$ cat src/rtl/multicycle_cpu_pkg.sv
// ============================================================================
// Module   : multicycle_cpu_pkg
// Purpose  : Opcode constants and FSM state encoding shared by the CPU files.
// Revision : 1.0 - initial release
// ============================================================================
`default_nettype none

package multicycle_cpu_pkg;

    localparam logic [1:0] OP_ADD = 2'b00;
    localparam logic [1:0] OP_LW  = 2'b01;
    localparam logic [1:0] OP_SW  = 2'b10;
    localparam logic [1:0] OP_BEQ = 2'b11;

    typedef enum logic [2:0] {
        ST_FETCH  = 3'd0,
        ST_DECODE = 3'd1,
        ST_EXEC   = 3'd2,
        ST_MEM    = 3'd3,
        ST_WB     = 3'd4
    } state_t;

endpackage

`default_nettype wire

$ cat src/rtl/multicycle_cpu_reg_file.sv
// ============================================================================
// Module   : reg_file
// Purpose  : 4-entry register file, two async read ports, one sync write
//            port and an async debug read port.
// Revision : 1.0 - initial release
// ============================================================================
`default_nettype none

module reg_file #(
    parameter int DATA_W = 8
) (
    input  logic              clk,
    input  logic              reset,
    input  logic              we_i,
    input  logic [1:0]        waddr_i,
    input  logic [DATA_W-1:0] wdata_i,
    input  logic [1:0]        raddr_a_i,
    output logic [DATA_W-1:0] rdata_a_o,
    input  logic [1:0]        raddr_b_i,
    output logic [DATA_W-1:0] rdata_b_o,
    input  logic [1:0]        dbg_addr_i,
    output logic [DATA_W-1:0] dbg_data_o
);

    logic [3:0][DATA_W-1:0] regs_q;

    always_ff @(posedge clk or posedge reset) begin
        if (reset) begin
            regs_q <= '0;
        end else if (we_i) begin
            regs_q[waddr_i] <= wdata_i;
        end
    end

    assign rdata_a_o  = regs_q[raddr_a_i];
    assign rdata_b_o  = regs_q[raddr_b_i];
    assign dbg_data_o = regs_q[dbg_addr_i];

endmodule

`default_nettype wire

$ cat src/rtl/multicycle_cpu.sv
// ============================================================================
// Module   : multicycle_cpu
// Purpose  : Four-instruction multicycle CPU (ADD/LW/SW/BEQ) with req/ack
//            instruction and data memory handshakes.
// Revision : 1.0 - initial release
// ============================================================================
`default_nettype none

module multicycle_cpu
    import multicycle_cpu_pkg::*;
#(
    parameter int DATA_W   = 8,
    parameter int PC_W     = 8,
    parameter int DISP_REG = 3
) (
    input  logic              clk,
    input  logic              reset,
    input  logic              run,
    output logic              imem_req,
    output logic [PC_W-1:0]   imem_addr,
    input  logic              imem_ack,
    input  logic [7:0]        imem_rdata,
    output logic              dmem_req,
    output logic              dmem_we,
    output logic [DATA_W-1:0] dmem_addr,
    output logic [DATA_W-1:0] dmem_wdata,
    input  logic              dmem_ack,
    input  logic [DATA_W-1:0] dmem_rdata,
    output logic              retire,
    output logic [PC_W-1:0]   pc,
    output logic [DATA_W-1:0] disp_value
);

    state_t              state_q, state_d;
    logic [PC_W-1:0]     pc_q, pc_d;
    logic [7:0]          ir_q, ir_d;
    logic [DATA_W-1:0]   a_q, a_d;
    logic [DATA_W-1:0]   b_q, b_d;
    logic [DATA_W-1:0]   res_q, res_d;

    logic                w_retire;
    logic                w_rf_we;
    logic [DATA_W-1:0]   w_rs_data;
    logic [DATA_W-1:0]   w_rt_data;

    wire  [1:0]          w_op = ir_q[7:6];
    wire  [1:0]          w_rs = ir_q[5:4];
    wire  [1:0]          w_rt = ir_q[3:2];
    wire  [1:0]          w_rd = ir_q[1:0];

    wire  [DATA_W-1:0]   w_imm_data = {{(DATA_W-2){ir_q[1]}}, ir_q[1:0]};
    wire  [PC_W-1:0]     w_imm_pc   = {{(PC_W-2){ir_q[1]}}, ir_q[1:0]};
    wire  [PC_W-1:0]     w_pc_inc   = pc_q + PC_W'(1);
    wire  [PC_W-1:0]     w_pc_br    = w_pc_inc + w_imm_pc;

    // Handshake outputs are gated by reset so they drop the moment reset rises.
    assign imem_req   = (state_q == ST_FETCH) && run && !reset;
    assign imem_addr  = pc_q;
    assign dmem_req   = (state_q == ST_MEM) && !reset;
    assign dmem_we    = dmem_req && (w_op == OP_SW);
    assign dmem_addr  = res_q;
    assign dmem_wdata = b_q;
    assign retire     = w_retire && !reset;
    assign pc         = pc_q;

    reg_file #(
        .DATA_W (DATA_W)
    ) u_reg_file (
        .clk        (clk),
        .reset      (reset),
        .we_i       (w_rf_we),
        .waddr_i    ((w_op == OP_ADD) ? w_rd : w_rt),
        .wdata_i    (res_q),
        .raddr_a_i  (w_rs),
        .rdata_a_o  (w_rs_data),
        .raddr_b_i  (w_rt),
        .rdata_b_o  (w_rt_data),
        .dbg_addr_i (2'(DISP_REG)),
        .dbg_data_o (disp_value)
    );

    always_ff @(posedge clk or posedge reset) begin
        if (reset) begin
            state_q <= ST_FETCH;
            pc_q    <= '0;
            ir_q    <= '0;
            a_q     <= '0;
            b_q     <= '0;
            res_q   <= '0;
        end else begin
            state_q <= state_d;
            pc_q    <= pc_d;
            ir_q    <= ir_d;
            a_q     <= a_d;
            b_q     <= b_d;
            res_q   <= res_d;
        end
    end

    always_comb begin
        state_d  = state_q;
        pc_d     = pc_q;
        ir_d     = ir_q;
        a_d      = a_q;
        b_d      = b_q;
        res_d    = res_q;
        w_retire = 1'b0;
        w_rf_we  = 1'b0;

        unique case (state_q)
            ST_FETCH: begin
                if (imem_req && imem_ack) begin
                    ir_d    = imem_rdata;
                    state_d = ST_DECODE;
                end
            end
            ST_DECODE: begin
                a_d     = w_rs_data;
                b_d     = w_rt_data;
                state_d = ST_EXEC;
            end
            ST_EXEC: begin
                unique case (w_op)
                    OP_ADD: begin
                        res_d   = a_q + b_q;
                        state_d = ST_WB;
                    end
                    OP_LW, OP_SW: begin
                        res_d   = a_q + w_imm_data;
                        state_d = ST_MEM;
                    end
                    default: begin
                        pc_d     = (a_q == b_q) ? w_pc_br : w_pc_inc;
                        w_retire = 1'b1;
                        state_d  = ST_FETCH;
                    end
                endcase
            end
            ST_MEM: begin
                if (dmem_ack) begin
                    if (w_op == OP_SW) begin
                        pc_d     = w_pc_inc;
                        w_retire = 1'b1;
                        state_d  = ST_FETCH;
                    end else begin
                        res_d    = dmem_rdata;
                        state_d  = ST_WB;
                    end
                end
            end
            ST_WB: begin
                w_rf_we  = 1'b1;
                pc_d     = w_pc_inc;
                w_retire = 1'b1;
                state_d  = ST_FETCH;
            end
            default: begin
                state_d = ST_FETCH;
            end
        endcase
    end

endmodule

`default_nettype wire

$ cat config.mk
export PLATFORM = sky130hd
export DESIGN_NAME = multicycle_cpu
export DESIGN_NICKNAME = d
export VERILOG_FILES = /design/src/rtl/multicycle_cpu_pkg.sv /design/src/rtl/multicycle_cpu_reg_file.sv /design/src/rtl/multicycle_cpu.sv
export SDC_FILE = /design/constraint.sdc
export NUM_CORES = 1
export LEC_CHECK = 0
export CORE_UTILIZATION = 40
export DETAILED_ROUTE_END_ITERATION = 12
export PLACE_DENSITY = 0.64
export SLEW_MARGIN = 20
export SYNTH_ARGS = -nofsm -noshare
export SYNTH_HDL_FRONTEND = slang
export SYNTH_SLANG_ARGS = --single-unit
$ cat constraint.sdc
create_clock -name clk -period 9.4 [get_ports clk]
set_input_delay 0.94 -clock clk [delete_from_list [all_inputs] [get_ports clk]]
set_output_delay 0.94 -clock clk [all_outputs]
set_load 0.05 [all_outputs]
Word level (Yosys, flattened, before mapping)
Cells that the tools add are included.
{"block": "totals", "reg_bits": 75, "output_inout_bits": 44}
{"block": "op_classes", "add_sub_neg": 4, "order_cmp": 4, "n_eq_ne": 13, "mux": 27, "n_reduce_logical": 18}
{"cell": "two-way mux 8 bit", "n": 9}
{"cell": "binary-select mux 8 bit (select 2 bit)", "n": 2}
{"cell": "bitwise mux 32 bit", "n": 1}
{"cell": "case mux 8 bit (2 select lines)", "n": 2}
{"cell": "adder 8 bit", "n": 3}
{"cell": "case mux 8 bit (3 select lines)", "n": 1}
{"cell": "demux 8 bit (select 2 bit)", "n": 1}
{"cell": "case mux 3 bit (4 select lines)", "n": 1}
{"cell": "< comparator 2 x 3 -> 1 bit, second input constant", "n": 3}
{"cell": "two-way mux 3 bit", "n": 3}
{"cell": "adder 8 x 1 -> 8 bit, second input constant", "n": 1}
{"cell": "equality test 8 bit", "n": 1}
{"cell": "AND reduction 4 bit", "n": 2}
{"cell": "logical AND 1 bit", "n": 7}
{"cell": "equality test 3 x 2 -> 1 bit, second input constant", "n": 2}
{"cell": "!= test 2 bit, second input constant", "n": 3}
{"cell": "case mux 3 bit (2 select lines)", "n": 1}
{"cell": "two-way mux 1 bit", "n": 4}
{"cell": "!= test 2 x 1 -> 1 bit, second input constant", "n": 2}
{"cell": "AND reduction 2 bit", "n": 2}
{"cell": "equality test 3 x 1 -> 1 bit, second input constant", "n": 1}
{"cell": "equality test 3 bit, second input constant", "n": 1}
{"cell": "logical NOT 3 bit", "n": 1}
{"cell": "!= test 3 bit, second input constant", "n": 1}
{"cell": "11 further kinds", "n": 11}

Depth between registers and ports, before layout
Gate-level depths: netlist (run 1).
{"block": "depth", "depth_word": 7, "ltp_mapped": 12}

Cells and area by module
Synthesis (run 1) repeated with hierarchy kept, for this count alone.
{"block": "unflattened", "hier_cells": 395, "hier_area_um2": 4682.0}
{"module": "multicycle_cpu", "n_inst": 1, "cells_per_inst": 296, "area_each_um2": 2895.3}
{"module": "reg_file", "n_inst": 1, "cells_per_inst": 99, "area_each_um2": 1786.7}

Least setup slack after synthesis (run 1)
Ideal clock, no wire load.
{"block": "synth_timing", "kind": "input to output", "startpoint": "input port reset", "endpoint": "output port dmem_we", "arrival_time_ns": 3.193, "slack_ns": 5.267, "cell_stages": 2, "n_path_buf": 0, "path_cell_list": "inv_1 -> and3_1"}
{"block": "synth_via", "elab_chain_len": 3}
{"item": "from (decl)", "line_no": "multicycle_cpu.sv:17", "source": "input logic reset,"}
{"item": "logical NOT 1 bit (no source line)"}
{"item": "logical AND 1 bit", "line_no": "multicycle_cpu.sv:59", "source": "assign dmem_req = (state_q == ST_MEM) && !reset;"}
{"item": "logical AND 1 bit", "line_no": "multicycle_cpu.sv:60", "source": "assign dmem_we = dmem_req && (w_op == OP_SW);"}
{"item": "to (decl)", "line_no": "multicycle_cpu.sv:24", "source": "output logic dmem_we,"}
No other way between the ends.

Worst setup path after layout (run 1)
Same ends and word-level chain as after synthesis.

==> results.py, run 1 <==
metrics = {
    "worst_setup_path": {
        "required_ns": 8.46,
        "critPathBufInv": 4,
        "max_stage_delay_ns": 0.80,
        "crit_top_cell": "clkdlybuf4s50_1",
        "cp.depth": 5,
        "endpoint_kind": "output port",
        "cp_max_fo": 77,
        "critPathKind": "input pin to output port",
        "arrival_ns": 3.31,
        "cp_top_family": "buffers and inverters",
        "critPathSlowestCell": "clkdlybuf4s50_1",
        "rr_worst_depth": 11,
        "crit_chain": "clkdlybuf4s50_1, inv_2, buf_4, and3_1, clkdlybuf4s50_1",
        "cp-start-kind": "input pin",
    },
    "routing": {
        "route.vias.total": 3194,
        "drt-pass1-iter-count": 4,
        "viasPerCell": 5.41,
        "drt_iter0_markers": 156,
        "routed_wirelength_um": 10400,
        "ant_nets": 0,
        "route.detailed.wl_per_inst_um": 17.6,
        "drc": 0,
    },
    "logic_synthesis": {
        "yosys_warnings": 0,
        "ys_seq_area_frac": 0.419,
        "synth.top_cells.by_area": "dfrtp_1 42%, mux2_2 13%, mux4_2 8.0%, ha_1 5.9%, o21ai_0 3.6%",
        "synth_edf_count": 0,
        "netlist.top_cell.by_area": "dfrtp_1",
        "synth_nets": 442,
        "synth.distinct_cells": 42,
        "syn_area_mm2": 0.00448,
        "ys_top_cells_by_count": "75 x dfrtp_1, 50 x mux2_2, 32 x o21ai_0",
        "syn-instance-count": 398,
        "yosysMostFrequentCell": "dfrtp_1",
        "ys.flop_type": "dfrtp_1",
        "synth_top_area_frac": 0.419,
        "ys_ff_latch": 75,
        "async_reset_ff_frac": 1.00,
        "syn_area_per_cell_um2": 11.3,
    },
    "global_routing": {
        "grt_pass1_vias": 3273,
        "grt_pass1_wl_um": 16800,
        "grt_antenna_before_repair": 0,
        "globalRoute.totalOverflow": 0,
        "grt_max_degree": 78,
        "grt_usage": 0.195,
    },
    "placement": {
        "gp_congestion": 0.807,
        "hpwl_um": 7270,
        "port_buffers": 64,
    },
    "clock_tree": {
        "cts_tree": "done",
        "clk_pin_slew_ns": 0.07,
        "cts_sinks": 75,
        "h-tree-depth": 3,
        "cts-resized-gates": 0,
        "clock_latency_ns": 0.37,
        "cts_post_setup_buffers_inserted": 0,
        "clk_path_buf_depth": 2,
        "root_buffer": "clkbuf_8",
        "cts_inserted_buffers": 9,
        "hold_buffers": 0,
    },
    "timing": {
        "finalSetupViolCount": 0,
        "max_slew_margin": 0.284,
        "layout_min_cycle_time_ns": 4.25,
        "finalCritPeriodShare": 0.452,
        "slew_viol_final": 0,
        "setup_tns_ns": 0,
        "fin_skew_ns": 0.0153,
        "fmax_ghz": 0.236,
        "finalHoldViolations": 0,
        "rsz0062_at_grt": "no",
        "tightest_slew_ns": 1.07,
    },
    "die": {
        "die_w_um": 108,
        "fp-row-count": 38,
        "die_h_um": 108,
        "core-area_mm2": 0.0109,
        "ios": 65,
        "start_util": 0.412,
        "dieArea_mm2": 0.0116,
    },
    "final_layout": {
        "antenna_cells": 0,
        "syn_to_final_growth_pct": 18.5,
        "nNetsFinal": 489,
        "drive_above_1_share": 0.198,
        "fillers": 986,
    },
    "worst_hold_path": {
        "hold-path-cell-count": 1,
        "hold_path.class": "register to register",
    },
    "flow_run": {
        "drv_cap": 0,
    },
    "run_status": {
        "status": "finished, final reports clean",
    },
}
[area by class of cell]
cell class | instances | area [um2] | area share
Clock inverter | 6 | 42.5 | 0.00801
Sequential cell | 75 | 1880 | 0.353
Clock buffer | 10 | 128 | 0.0240
Tap cell | 140 | 175 | 0.0330
Multi-Input combinational cell | 278 | 2380 | 0.447
Inverter | 14 | 52.6 | 0.00989
Timing Repair Buffer | 67 | 663 | 0.125
[stage by stage]
stage	instances	hold WS [ns]	setup slack, ns	util	cell area [um2]
global route	590	0.541	4.95	0.488	5310
CTS	590	0.502	5.11	0.488	5310
finish	590	0.504	5.15	0.488	5310
floorplan	398	0.491	5.27	-	4480
detailed placement	574	0.487	5.12	0.472	5140
global placement	574	0.487	5.15	0.472	5140
[cells in the final DEF, fill, tap and decap left out, types with 8 or more instances in the layout]
cell	count
clkdlybuf4s50_1	64
ha_1	21
inv_1	13
a21oi_1	20
nand2_1	23
clkbuf_8	9
mux4_2	16
xnor2_1	11
nor2_1	16
nor3_1	8
mux2_2	50
dfrtp_1	75
xor2_1	11
o21ai_0	32
[worst paths after layout]
path                         startpoint           end  slack (ns)
max                               reset       dmem_we        5.15
min                        imem_addr[7]  imem_addr[7]        0.50
max reg2reg                     ir_q[7]  dmem_addr[6]        6.05
min reg2reg                imem_addr[7]  imem_addr[7]        0.50
max in group asynchronous         reset  dmem_addr[4]        7.50
min in group asynchronous         reset  imem_addr[7]        1.28
[routing by layer]
layer,vias up,share of wire,global-route usage
li1,1541,-,-
met3,24,0.042,0.0406
met2,82,0.47,0.308
met4,0,0.027,0.0959
met1,1547,0.46,0.254
met5,-,0,0
[kinds of logic after synthesis]
kind of cell,share of synthesized area
AOI/OAI and AO/OA,0.100
xor gates and xnor gates,0.0430
adders and majority gates,0.0675
buffers and inverters,0.0533
DFF,0.419
muxes,0.217
and+or+nand+nor,0.0999
[sequential cells by signal (all words and copies together) (netlist names)]
| signal | flops |
|---|---|
| a_q | 8 |
| dmem_addr | 8 |
| dmem_wdata | 8 |
| imem_addr | 8 |
| ir_q | 8 |
| state_q | 3 |
| u_reg_file.regs_q | 32 |
Power of run 1 is left out: the tool's default activity adds up to more than one toggle a clock period on the data nets, which glitch-free logic cannot reach.
==> run 2, diff against run 1 <==
==> constraint.sdc (replaced) <==
create_clock -name clk -period 3.95 [get_ports clk]
set_input_delay 0.395 -clock clk [delete_from_list [all_inputs] [get_ports clk]]
set_output_delay 0.395 -clock clk [all_outputs]
set_load 0.05 [all_outputs]
==> results.py, run 2 (synthesized netlist as in run 1, its figures left out) <==
metrics = {
    "run_status": {
        "status": "finished, final reports clean",
    },
    "worst_setup_path": {
        "critPathKind": "register to output port",
        "cp_max_fo": 12,
        "required_ns": 3.56,
        "rrSetupSlack_ns": 0.68,
        "r2r-start": "ir_q[7]",
        "rr_worst_depth": 11,
        "r2r_end": "dmem_addr[6]",
        "arrival_ns": 2.97,
        "cp-start-kind": "register",
        "endpoint_kind": "output port",
    },
    "timing": {
        "tightest_slew_ns": 0.961,
        "rsz0062_at_grt": "no",
        "setup_tns_ns": 0,
        "finalHoldViolations": 0,
        "fin_skew_ns": 0.0111,
        "layout_min_cycle_time_ns": 3.36,
        "fmax_ghz": 0.297,
        "max_slew_margin": 0.355,
        "finalSetupViolCount": 0,
        "slew_viol_final": 0,
        "finalCritPeriodShare": 0.851,
    },
    "worst_hold_path": {
        "hold_path.class": "input pin to async pin",
    },
    "final_layout": {
        "largest_reg_flops": 32,
        "register_area_mm2": 0.00188,
        "fillers": 1006,
        "top_register": "u_reg_file.regs_q",
        "multiInputGateArea_mm2": 0.00237,
        "drive_above_1_share": 0.193,
        "final_common_cell": "dfrtp_1",
        "antenna_cells": 0,
        "nNetsFinal": 490,
        "layout_common_cells": "75 x dfrtp_1, 64 x clkdlybuf4s50_1, 50 x mux2_2, 32 x o21ai_0, 23 x nand2_1",
        "syn_to_final_growth_pct": 18.4,
    },
    "placement": {
        "hpwl_um": 7420,
        "port_buffers": 64,
        "gp_congestion": 0.829,
    },
    "die": {
        "fp-row-count": 38,
        "start_util": 0.412,
        "die_w_um": 108,
        "dieArea_mm2": 0.0116,
        "core-area_mm2": 0.0109,
        "die_h_um": 108,
        "ios": 65,
    },
    "global_routing": {
        "grt_antenna_before_repair": 0,
        "grt_pass1_vias": 3246,
        "grt_max_degree": 53,
        "grt_pass1_wl_um": 17100,
        "grt_usage": 0.197,
        "globalRoute.totalOverflow": 0,
    },
    "clock_tree": {
        "cts_inserted_buffers": 9,
        "clock_latency_ns": 0.36,
        "clk_pin_slew_ns": 0.08,
        "clk_path_buf_depth": 2,
        "cts-resized-gates": 0,
        "root_buffer": "clkbuf_8",
        "hold_buffers": 0,
        "cts_tree": "done",
        "cts_post_setup_buffers_inserted": 0,
        "cts_sinks": 75,
        "h-tree-depth": 3,
    },
    "routing": {
        "drc": 0,
        "routed_wirelength_um": 10200,
        "ant_nets": 0,
        "route.detailed.wl_per_inst_um": 17.4,
        "viasPerCell": 5.48,
        "route.vias.total": 3233,
        "drt_iter0_markers": 157,
        "drt-pass1-iter-count": 4,
    },
    "flow_run": {
        "drv_cap": 0,
    },
}
-- run 2: changes by cell type in the layout (fill, tap and decap cells not counted) --
cell	delta
clkbuf_8	+1
clkinv_2	+1
a21oi_2	-1
clkinv_4	-2
buf_4	+1
a21oi_1	+1
clkbuf_1	+1
clkinvlp_4	-2
-- run 2: cell type report --
cell class	count	share of cell area
tap	140	0.0330
clock inverter	3	0.00283
multi-input combinational	278	0.447
inverter	14	0.00990
timing repair buffer	68	0.126
sequential	75	0.354
clock buffer	12	0.0273
-- run 2: how the worst max path moves through the flow --
stage | to | slack (ns) | startpoint | depth (start not counted)
after floorplan | dmem_addr[6] | 0.87 | ir_q[6] | 12
after global placement | dmem_addr[6] | 0.80 | ir_q[7] | 11
after detailed placement | dmem_addr[6] | 0.67 | ir_q[6] | 11
after CTS | retire | 0.56 | state_q[0] | 4
after global routing | retire | 0.36 | state_q[0] | 4
final | retire | 0.59 | state_q[0] | 4
-- run 2: critical path, cell delays in order (launching register included) --
cell,delay [ns]
dfrtp_1,0.50
nor3b_1,0.70
nor2_1,0.27
a211oi_1,0.29
clkdlybuf4s50_1,0.84
-- run 2: layer usage --
| layer | up-vias | GRT usage | part of all wire | routed length, um |
|---|---|---|---|---|
| li1 | 1536 | - | - | - |
| met1 | 1617 | 0.272 | 0.47 | 4790 |
| met2 | 61 | 0.298 | 0.47 | 4810 |
| met3 | 19 | 0.0400 | 0.034 | 344 |
| met4 | 0 | 0.0841 | 0.028 | 290 |
| met5 | - | 0 | 0 | 0 |
-- run 2: metrics by stage --
| stage | hold slack [ns] | cells | cell area (um2) | utilization | worst slack, ns |
|---|---|---|---|---|---|
| floorplan | 0.491 | 398 | 4480 | - | 0.871 |
| global placement | 0.480 | 575 | 5150 | 0.473 | 0.800 |
| detailed placement | 0.491 | 575 | 5150 | 0.473 | 0.675 |
| CTS | 0.472 | 590 | 5310 | 0.487 | 0.560 |
| global route | 0.519 | 590 | 5310 | 0.487 | 0.358 |
| finish | 0.461 | 590 | 5310 | 0.487 | 0.588 |
Power of run 2 is left out for the same reason.
